`config.mk`:
```
export PLATFORM = sky130hd
export DESIGN_NAME = console_ctrl
export DESIGN_NICKNAME = d
export VERILOG_FILES = /design/src/rtl/console_pkg.sv /design/src/rtl/console_rx_fifo.sv /design/src/rtl/console_ctrl.sv
export SDC_FILE = /design/constraint.sdc
export NUM_CORES = 1
export LEC_CHECK = 0
export BUFFER_PORTS_ARGS = -buffer_cell sky130_fd_sc_hd__buf_2
export CAP_MARGIN = 0
export CORE_AREA = 2 2 92 160
export DETAILED_ROUTE_END_ITERATION = 12
export DIE_AREA = 0 0 94 162
export PLACE_DENSITY = 0.65
export SKIP_LAST_GASP = 1
export SLEW_MARGIN = 20
export SYNTH_ARGS = -nofsm -noshare
export SYNTH_HDL_FRONTEND = slang
export SYNTH_SLANG_ARGS = --single-unit
export TNS_END_PERCENT = 20
```
`constraint.sdc`:
```
create_clock -name CLK -period 3.3 [get_ports CLK]
set_input_delay 0.825 -clock CLK [delete_from_list [all_inputs] [get_ports CLK]]
set_output_delay 0.825 -clock CLK [all_outputs]
set_load 0.05 [all_outputs]
```
`src/rtl/console_pkg.sv`:
```
`default_nettype none
// ============================================================================
// Module      : console_pkg
// Description : Shared types and constants for the console traffic controller:
//               TX arbiter state encoding, grant identifiers, ASCII codes.
// Revision    : 1.0 - initial release
// ============================================================================
package console_pkg;

    // TX arbiter states
    typedef enum logic [1:0] {
        IDLE    = 2'd0,
        GNT_CPU = 2'd1,
        GNT_DBG = 2'd2
    } arb_state_t;

    // Identity of the requester that was granted most recently
    localparam logic GRANT_CPU = 1'b0;
    localparam logic GRANT_DBG = 1'b1;

    // ASCII line-ending bytes used by debug sources and benches
    localparam logic [7:0] CR = 8'h0D;
    localparam logic [7:0] LF = 8'h0A;

endpackage
`default_nettype wire

```
`src/rtl/console_rx_fifo.sv`:
```
`default_nettype none
// ============================================================================
// Module      : console_rx_fifo
// Description : Receive-byte FIFO. Pointers carry one extra wrap bit so full
//               and empty are distinguishable without a separate counter.
//               A push into a full FIFO is accepted when a pop happens in
//               the same cycle.
// Revision    : 1.0 - initial release
// ============================================================================
module console_rx_fifo
    import console_pkg::*;
#(
    parameter int FIFO_DEPTH = 16,
    parameter int FIFO_AW    = 4
) (
    input  logic               clk,
    input  logic               rst,
    input  logic [7:0]         i_push_data,
    input  logic               i_push_valid,
    input  logic               i_pop,
    output logic [7:0]         o_head,
    output logic [FIFO_AW:0]   o_count,
    output logic               o_full,
    output logic               o_empty
);

    logic [7:0]       r_mem [FIFO_DEPTH];
    logic [FIFO_AW:0] r_wr_ptr;
    logic [FIFO_AW:0] r_rd_ptr;
    logic             w_pop;
    logic             w_push;

    assign o_empty = (r_wr_ptr == r_rd_ptr);
    assign o_full  = (r_wr_ptr[FIFO_AW] != r_rd_ptr[FIFO_AW]) &&
                     (r_wr_ptr[FIFO_AW-1:0] == r_rd_ptr[FIFO_AW-1:0]);

    // A pop frees the slot the push lands in, so full only blocks a lone push
    assign w_pop   = i_pop & ~o_empty;
    assign w_push  = i_push_valid & (~o_full | w_pop);

    assign o_count = r_wr_ptr - r_rd_ptr;

    // Head byte reads as zero while empty so the output is clean after reset
    assign o_head  = o_empty ? 8'h00 : r_mem[r_rd_ptr[FIFO_AW-1:0]];

    // Pointer advance on accepted push and pop
    always_ff @(posedge clk or posedge rst) begin
        if (rst) begin
            r_wr_ptr <= '0;
            r_rd_ptr <= '0;
        end else begin
            if (w_push) r_wr_ptr <= r_wr_ptr + 1'b1;
            if (w_pop)  r_rd_ptr <= r_rd_ptr + 1'b1;
        end
    end

    // Storage write; contents need no reset because empty masks the head
    always_ff @(posedge clk) begin
        if (w_push) r_mem[r_wr_ptr[FIFO_AW-1:0]] <= i_push_data;
    end

endmodule
`default_nettype wire

```
`src/rtl/console_ctrl.sv`:
```
`default_nettype none
// ============================================================================
// Module      : console_ctrl
// Description : Console traffic controller between the board UART and the
//               processor wrapper. RX bytes are buffered and handed out one
//               per rising edge of the processor ack; the single UART
//               transmitter is shared between the processor and a debug
//               message source, with debug messages never interleaved.
// Revision    : 1.0 - initial release
// ============================================================================
module console_ctrl
    import console_pkg::*;
#(
    parameter int FIFO_DEPTH = 16,
    parameter int FIFO_AW    = 4
) (
    input  logic               CLK,
    input  logic               RESET,
    input  logic [7:0]         RX_DATA,
    input  logic               RX_VALID,
    input  logic               OVR_CLR,
    output logic               RX_OVERRUN,
    output logic [FIFO_AW:0]   RX_COUNT,
    output logic [7:0]         CONSOLE_IN,
    output logic               CONSOLE_IN_valid,
    input  logic               CONSOLE_IN_ack,
    input  logic [7:0]         CONSOLE_OUT,
    input  logic               CONSOLE_OUT_valid,
    output logic               CONSOLE_OUT_ready,
    input  logic [7:0]         DBG_DATA,
    input  logic               DBG_VALID,
    input  logic               DBG_LAST,
    output logic               DBG_READY,
    output logic [7:0]         TX_DATA,
    output logic               TX_VALID,
    input  logic               TX_READY
);

    logic       r_ack_q;
    logic       r_overrun;
    logic       w_pop;
    logic       w_full;
    logic       w_empty;
    logic       w_ovr_evt;
    arb_state_t r_state;
    logic       r_last_grant;

    // ------------------------------------------------------------------
    // RX path
    // ------------------------------------------------------------------
    assign CONSOLE_IN_valid = ~w_empty;

    // One pop per ack pulse, however long the processor holds ack high
    assign w_pop = ~w_empty & CONSOLE_IN_ack & ~r_ack_q;

    // A byte is lost only when full and nothing leaves in the same cycle
    assign w_ovr_evt = RX_VALID & w_full & ~w_pop;

    assign RX_OVERRUN = r_overrun;

    console_rx_fifo #(
        .FIFO_DEPTH (FIFO_DEPTH),
        .FIFO_AW    (FIFO_AW)
    ) u_rx_fifo (
        .clk          (CLK),
        .rst          (RESET),
        .i_push_data  (RX_DATA),
        .i_push_valid (RX_VALID),
        .i_pop        (w_pop),
        .o_head       (CONSOLE_IN),
        .o_count      (RX_COUNT),
        .o_full       (w_full),
        .o_empty      (w_empty)
    );

    // Ack edge history and sticky overrun flag; a new overrun beats a clear
    always_ff @(posedge CLK or posedge RESET) begin
        if (RESET) begin
            r_ack_q   <= 1'b0;
            r_overrun <= 1'b0;
        end else begin
            r_ack_q <= CONSOLE_IN_ack;
            if (w_ovr_evt)
                r_overrun <= 1'b1;
            else if (OVR_CLR)
                r_overrun <= 1'b0;
        end
    end

    // ------------------------------------------------------------------
    // TX arbiter
    // ------------------------------------------------------------------

    // Grant state machine; on a tie the requester not served last wins
    always_ff @(posedge CLK or posedge RESET) begin
        if (RESET) begin
            r_state      <= IDLE;
            r_last_grant <= GRANT_DBG;
        end else begin
            unique case (r_state)
                IDLE: begin
                    if (CONSOLE_OUT_valid && DBG_VALID)
                        r_state <= (r_last_grant == GRANT_DBG) ? GNT_CPU : GNT_DBG;
                    else if (CONSOLE_OUT_valid)
                        r_state <= GNT_CPU;
                    else if (DBG_VALID)
                        r_state <= GNT_DBG;
                end
                GNT_CPU: begin
                    if (CONSOLE_OUT_valid && TX_READY) begin
                        r_state      <= IDLE;
                        r_last_grant <= GRANT_CPU;
                    end else if (!CONSOLE_OUT_valid) begin
                        r_state <= IDLE;
                    end
                end
                GNT_DBG: begin
                    // Grant is held through gaps until the final byte moves
                    if (DBG_VALID && TX_READY && DBG_LAST) begin
                        r_state      <= IDLE;
                        r_last_grant <= GRANT_DBG;
                    end
                end
                default: r_state <= IDLE;
            endcase
        end
    end

    // Route the granted requester to the transmitter; the other sees no ready
    always_comb begin
        TX_DATA           = 8'h00;
        TX_VALID          = 1'b0;
        CONSOLE_OUT_ready = 1'b0;
        DBG_READY         = 1'b0;
        unique case (r_state)
            GNT_CPU: begin
                TX_DATA           = CONSOLE_OUT;
                TX_VALID          = CONSOLE_OUT_valid;
                CONSOLE_OUT_ready = TX_READY;
            end
            GNT_DBG: begin
                TX_DATA   = DBG_DATA;
                TX_VALID  = DBG_VALID;
                DBG_READY = TX_READY;
            end
            default: ;
        endcase
    end

endmodule
`default_nettype wire

```
# After elaboration in Yosys (flattened, before gate mapping)
# Memories as Yosys holds them, arrays and structs flattened.
# Cells that the tools add are included.
word_totals:
  latchBits: 0
  ramBits: 128
  register_bits: 15
  output_inout_bits: 26
  memories: 1
  rom_bits: 0
  word_cells: 60
  input_bits: 33
memory_table:
  columns: ["name", "words", "width", "rd", "rd_clocked_by_memory_dff", "wr", "line", "text"]
  rows:
  - ["u_rx_fifo.r_mem", 16, 8, 1, 0, 1, "console_rx_fifo.sv:27", "logic [7:0] r_mem [FIFO_DEPTH];"]
op_classes:
  n_eq_ne: 9
  bitwise_logic: 11
  n_mul: 0
  n_shift: 0
  addsub: 3
  magnitude_cmp: 0
  n_div: 0
  muxes: 20
  reduce_logical: 10
ops:
  columns: ["op", "n"]
  rows:
  - ["$pmux W8 S2", 1]
  - ["$mux W2", 7]
  - ["$add A5 B1 Y5 const B", 2]
  - ["$mux W1", 8]
  - ["$mux W8", 1]
  - ["$and A1 B1 Y1", 6]
  - ["$pmux W2 S3", 1]
  - ["$reduce_and A3 Y1", 2]
  - ["$eq A5 B5 Y1", 1]
  - ["$logic_and A1 B1 Y1", 5]
  - ["$sub A5 B5 Y5", 1]
  - ["$eq A4 B4 Y1", 1]
  - ["$ne A2 B2 Y1 const B", 2]
  - ["$ne A4 B4 Y1 const B", 1]
  - ["$not A1 Y1", 4]
  - ["$pmux W1 S2", 2]
  - ["$reduce_bool A2 Y1", 2]
  - ["$ne A3 B3 Y1 const B", 1]
  - ["$eq A2 B1 Y1 const B", 1]
  - ["$eq A2 B2 Y1 const B", 1]
  - ["$logic_not A2 Y1", 1]
  - ["$ne A1 B1 Y1", 1]
  - ["$or A1 B1 Y1", 1]

# Logic depth before layout (Yosys ltp)
depth:
  ltp_word: 9
  depth_mapped: 10
  ltp_nobuf: 7

# Modules after synthesis
# From an unflattened synthesis, not the netlist that was laid out.
unflattened:
  hier_cells: 345
  hier_area_um2: 6173.4
modules_own_cells:
  columns: ["module", "area_per_inst_um2", "n_inst", "cells_per_inst", "seq_area_each_um2"]
  rows:
  - ["console_rx_fifo", 5710.5, 1, 293, 4093.9]
  - ["console_ctrl", 462.9, 1, 52, 126.4]

# Worst setup path after synthesis
# No wires, ideal clock.
synth_path:
  kind: "reg2out"
  startpoint: "register u_rx_fifo.r_rd_ptr[3]"
  endpoint: "output port CONSOLE_IN[6]"
  stages_incl_launch_ff: 10
  arrival_time_ps: 3456
  t_required_ps: 2475
  n_path_buf: 4
  setup_slack_ps: -981
  path_cell_list: "dfrtp_1 clkbuf_1 buf_2 inv_1 buf_2 ha_1 nand4_1 nand2b_1 clkbuf_1 a21boi_0"
synth_between:
  elab_chain_len: 2
  elab_cells_between_ends: 3
  classes_between: "eq/ne (1); mux (1); memory (1)"
synth_lines:
  columns: ["element", "line", "text"]
  rows:
  - ["start, declared", "console_rx_fifo.sv:29", "logic [FIFO_AW:0] r_rd_ptr;"]
  - ["start signal, assigned", "console_rx_fifo.sv:53", "if (w_pop) r_rd_ptr <= r_rd_ptr + 1'b1;"]
  - ["$mem_v2 Z16 W8 or $eq A5 B5 Y1 (tied branches)", null, null]
  - ["$mux W8 (*)", "console_rx_fifo.sv:44", "assign o_head = o_empty ? 8'h00 : r_mem[r_rd_ptr[FIFO_AW-1:0]];"]
  - ["end, declared", "console_ctrl.sv:24", "output logic [7:0] CONSOLE_IN,"]
# Mark *: on every way between the ends. The rest lies on a longest branch, timed or not.

# Final worst setup path
layout_path:
  startpoint: "register u_rx_fifo.r_rd_ptr[1]"
  endpoint: "output port CONSOLE_IN[2]"
# Same word-level chain as after synthesis.

==> impl_metrics.ini <==
[run_status]
status = finished, violations left
violations = setup timing

[cts]
hold_buffers = 0
clock_latency_ps = 410
clk_path_buf_depth = 2
ctsHtreeMaxLevel = 4
clk_pin_slew_ps = 60
numCtsBuffers = 17
clock_sink_count = 143
tritoncts = done
cts-root-buf = clkbuf_16

[sta]
hold_viol = 0
setup_ws_ps = -1.60
post-route-min-period_ps = 3300
finalCritPeriodShare = 1.00
fin_skew_ps = 6.45
rsz0062_at_grt = true
fin_setup_tns_ps = -1.60
max_clock_freq_ghz = 0.303
drv_slew = 0
hold_slack_ps = 487
relSlewSlack = 0.523
worstMarginPinSlew_ps = 715
finalSetupViolations = 1

[worst_setup_path]
arrival_ps = 2480
reg2regPathDepth = 8
required_ps = 2470
critPathMaxFanout = 8
r2r_slack_ps = 810
startpoint_type = register
critPathKind = register to output pin
rr_startpoint = u_rx_fifo.r_rd_ptr[1]
reg2reg_to = u_rx_fifo.r_mem[0][1]
end_kind = output pin

[routing]
first_iter_violations = 166
wire_per_inst_um = 21.6
via_per_inst = 5.41
drt.antenna.violating_nets = 0
routed_wl_um = 13700
drc = 0
vias = 3424
first_pass_iters = 4

[final_layout]
layout-drive-gt1-share = 0.364
multiInputGateArea_mm2 = 0.00182
nNetsFinal = 489
antenna_cells = 0
nFillCells = 1138
seqCellArea_mm2 = 0.00422
synthToLayoutAreaGrowth_pct = 22.8

[floorplanning]
die_x_um = 94
core_mm2 = 0.0139
die_y_um = 162
rows = 57
initial_core_util = 0.441
io_pins = 59
dieArea_mm2 = 0.0152

[power_and_ir_drop]
p_switching_w = 0.00321
pwr_density_cell_mw_per_mm2 = 1060
p_int_w = 0.00480
p_comb_frac = 0.466
peakVddDrop_uv = 519
pwr-share-clk = 0.240
p_leak_nw = 2.77
share_seq_of_total_power = 0.294
switching_share = 0.401

[job]
drv_cap = 0

[global_route]
grt_use_total = 0.189
grt_pass1_vias = 3603
grt_max_degree = 22
grt_overflow = 0
grt_pass1_wl_um = 20300
antenna_found_initial = 0

[logic_synthesis]
ys_seq_elements = 143
postSynthCellCount = 347
synthTopCellsByArea = edfxtp_1, mux4_2, dfrtp_1, mux4_1, ha_1
synth_top_area_frac = 0.627
syn-cell-area_mm2 = 0.00613
syn_area_per_cell_um2 = 17.7
syn_nets = 393
synth_cell_type_count = 38
synth_largest_area_cell = edfxtp_1
yosysWarnings = 0
seq_area_frac_synth = 0.688

[place]
gp_congestion = 0.782
port_buffers = 58
dpl.hpwl_um = 8850

[worst_hold_path]
worstHoldPathType = primary input to async pin
## worst max-delay path by stage
stage                                startpoint            end  slack (ps)  depth (start not counted)
after floorplan           u_rx_fifo.r_rd_ptr[3]  CONSOLE_IN[5]         -80                         10
after global placement    u_rx_fifo.r_rd_ptr[1]  CONSOLE_IN[0]         340                          6
after detailed placement  u_rx_fifo.r_rd_ptr[1]  CONSOLE_IN[0]         310                          6
after CTS                 u_rx_fifo.r_rd_ptr[1]  CONSOLE_IN[1]           4                          7
after global routing      u_rx_fifo.r_rd_ptr[1]  CONSOLE_IN[2]         -50                          8
final                     u_rx_fifo.r_rd_ptr[1]  CONSOLE_IN[2]          -2                          7
## cells by family (layout without fill, tap and decap cells)
kind of cell / count (synthesis) / in the layout / synth area share
buf+inv: 31 / 140 / 0.0253
xor+xnor: 13 / 13 / 0.0186
compound gates: 38 / 38 / 0.0402
mux: 51 / 51 / 0.154
simple gates: 58 / 58 / 0.0453
fa+ha+maj: 13 / 13 / 0.0278
flops: 143 / 143 / 0.688
## worst max-delay path: stages, from the launching register on
cell and delay, ps:
dfrtp_2 480, buf_12 170, buf_4 110, mux4_2 480, mux2_2 310, o21ai_1 240, a21oi_4 40, buf_2 220
## what timing repair did
| item | CTS | global route |
|---|---|---|
| setup buffers | 1 | 6 |
| endpoints found under the setup margin | 5 | 6 |
| cloned | 1 | 1 |
| endpoints found under the hold margin | 0 | 0 |
| gates resized for setup | 3 | 4 |
## cells in the final DEF, fill, tap and decap left out, drive strengths merged, types with 11 or more instances in the layout
master  instances
edfxtp        128
buf            90
mux4           31
clkbuf         22
nor2           18
inv            17
dfrtp          14
ha             12
nand2          11
mux2i          11
o21ai          11
a21oi          11
## cell usage after synthesis (all sizes together)
library cell,n
edfxtp,128
mux4,31
nor2,18
inv,15
dfrtp,14
buf,12
ha,12
a21oi,11
mux2i,11
nand2,11
o21ai,11
nor2b,10
xnor2,10
mux2,9
a22oi,8
nand3,5
nor3,5
clkbuf,4
nand2b,4
xor2,3
a21boi,2
a21o,2
a221oi,2
and2,2
nand4,2
dfstp,1
fa,1
nor4,1
o311ai,1
o31a,1
## registers in the layout (all words and copies together) (netlist names)
register	flops
r_ack_q	1
u_rx_fifo.r_mem	128
r_state	2
RX_OVERRUN	1
u_rx_fifo.r_rd_ptr	5
u_rx_fifo.r_wr_ptr	5
r_last_grant	1
## layer usage
metal  vias to the layer above  part of all wire  track usage
met2                       118              0.56        0.343
met3                        22             0.047       0.0441
li1                       1555                 -            -
met5                         -                 0            0
met1                      1729              0.37        0.208
met4                         0             0.025       0.0797
## cell type report
cell class / count / share of cell area
clock buffers: 20 / 0.0580
clock inverters: 12 / 0.0213
inverters: 15 / 0.00748
multi-input cells: 173 / 0.242
flip-flops and latches: 143 / 0.561
well taps: 177 / 0.0294
repair buffers: 93 / 0.0816
## through the flow
stage,cell area (um^2),total power (W),std cells,setup WS [ps],util
2_1_floorplan,6190,0.00509,347,-83.7,-
3_3_place_gp,6810,0.00590,592,337,0.490
3_5_place_dp,6810,0.00597,592,310,0.490
4_1_cts,7450,0.00796,626,4.16,0.536
5_1_grt,7530,0.00837,633,-54.4,0.541
6_report,7530,0.00801,633,-1.60,0.541
## power groups by stage
stage               logic (W)  registers, W  clock network (W)
floorplan             0.00275       0.00234                  0
global placement      0.00354       0.00236                  0
detailed placement    0.00359       0.00238                  0
CTS                   0.00367       0.00234            0.00195
global route          0.00397       0.00238            0.00202
finish                0.00374       0.00236            0.00192
Power figures use the tool's default switching activity.
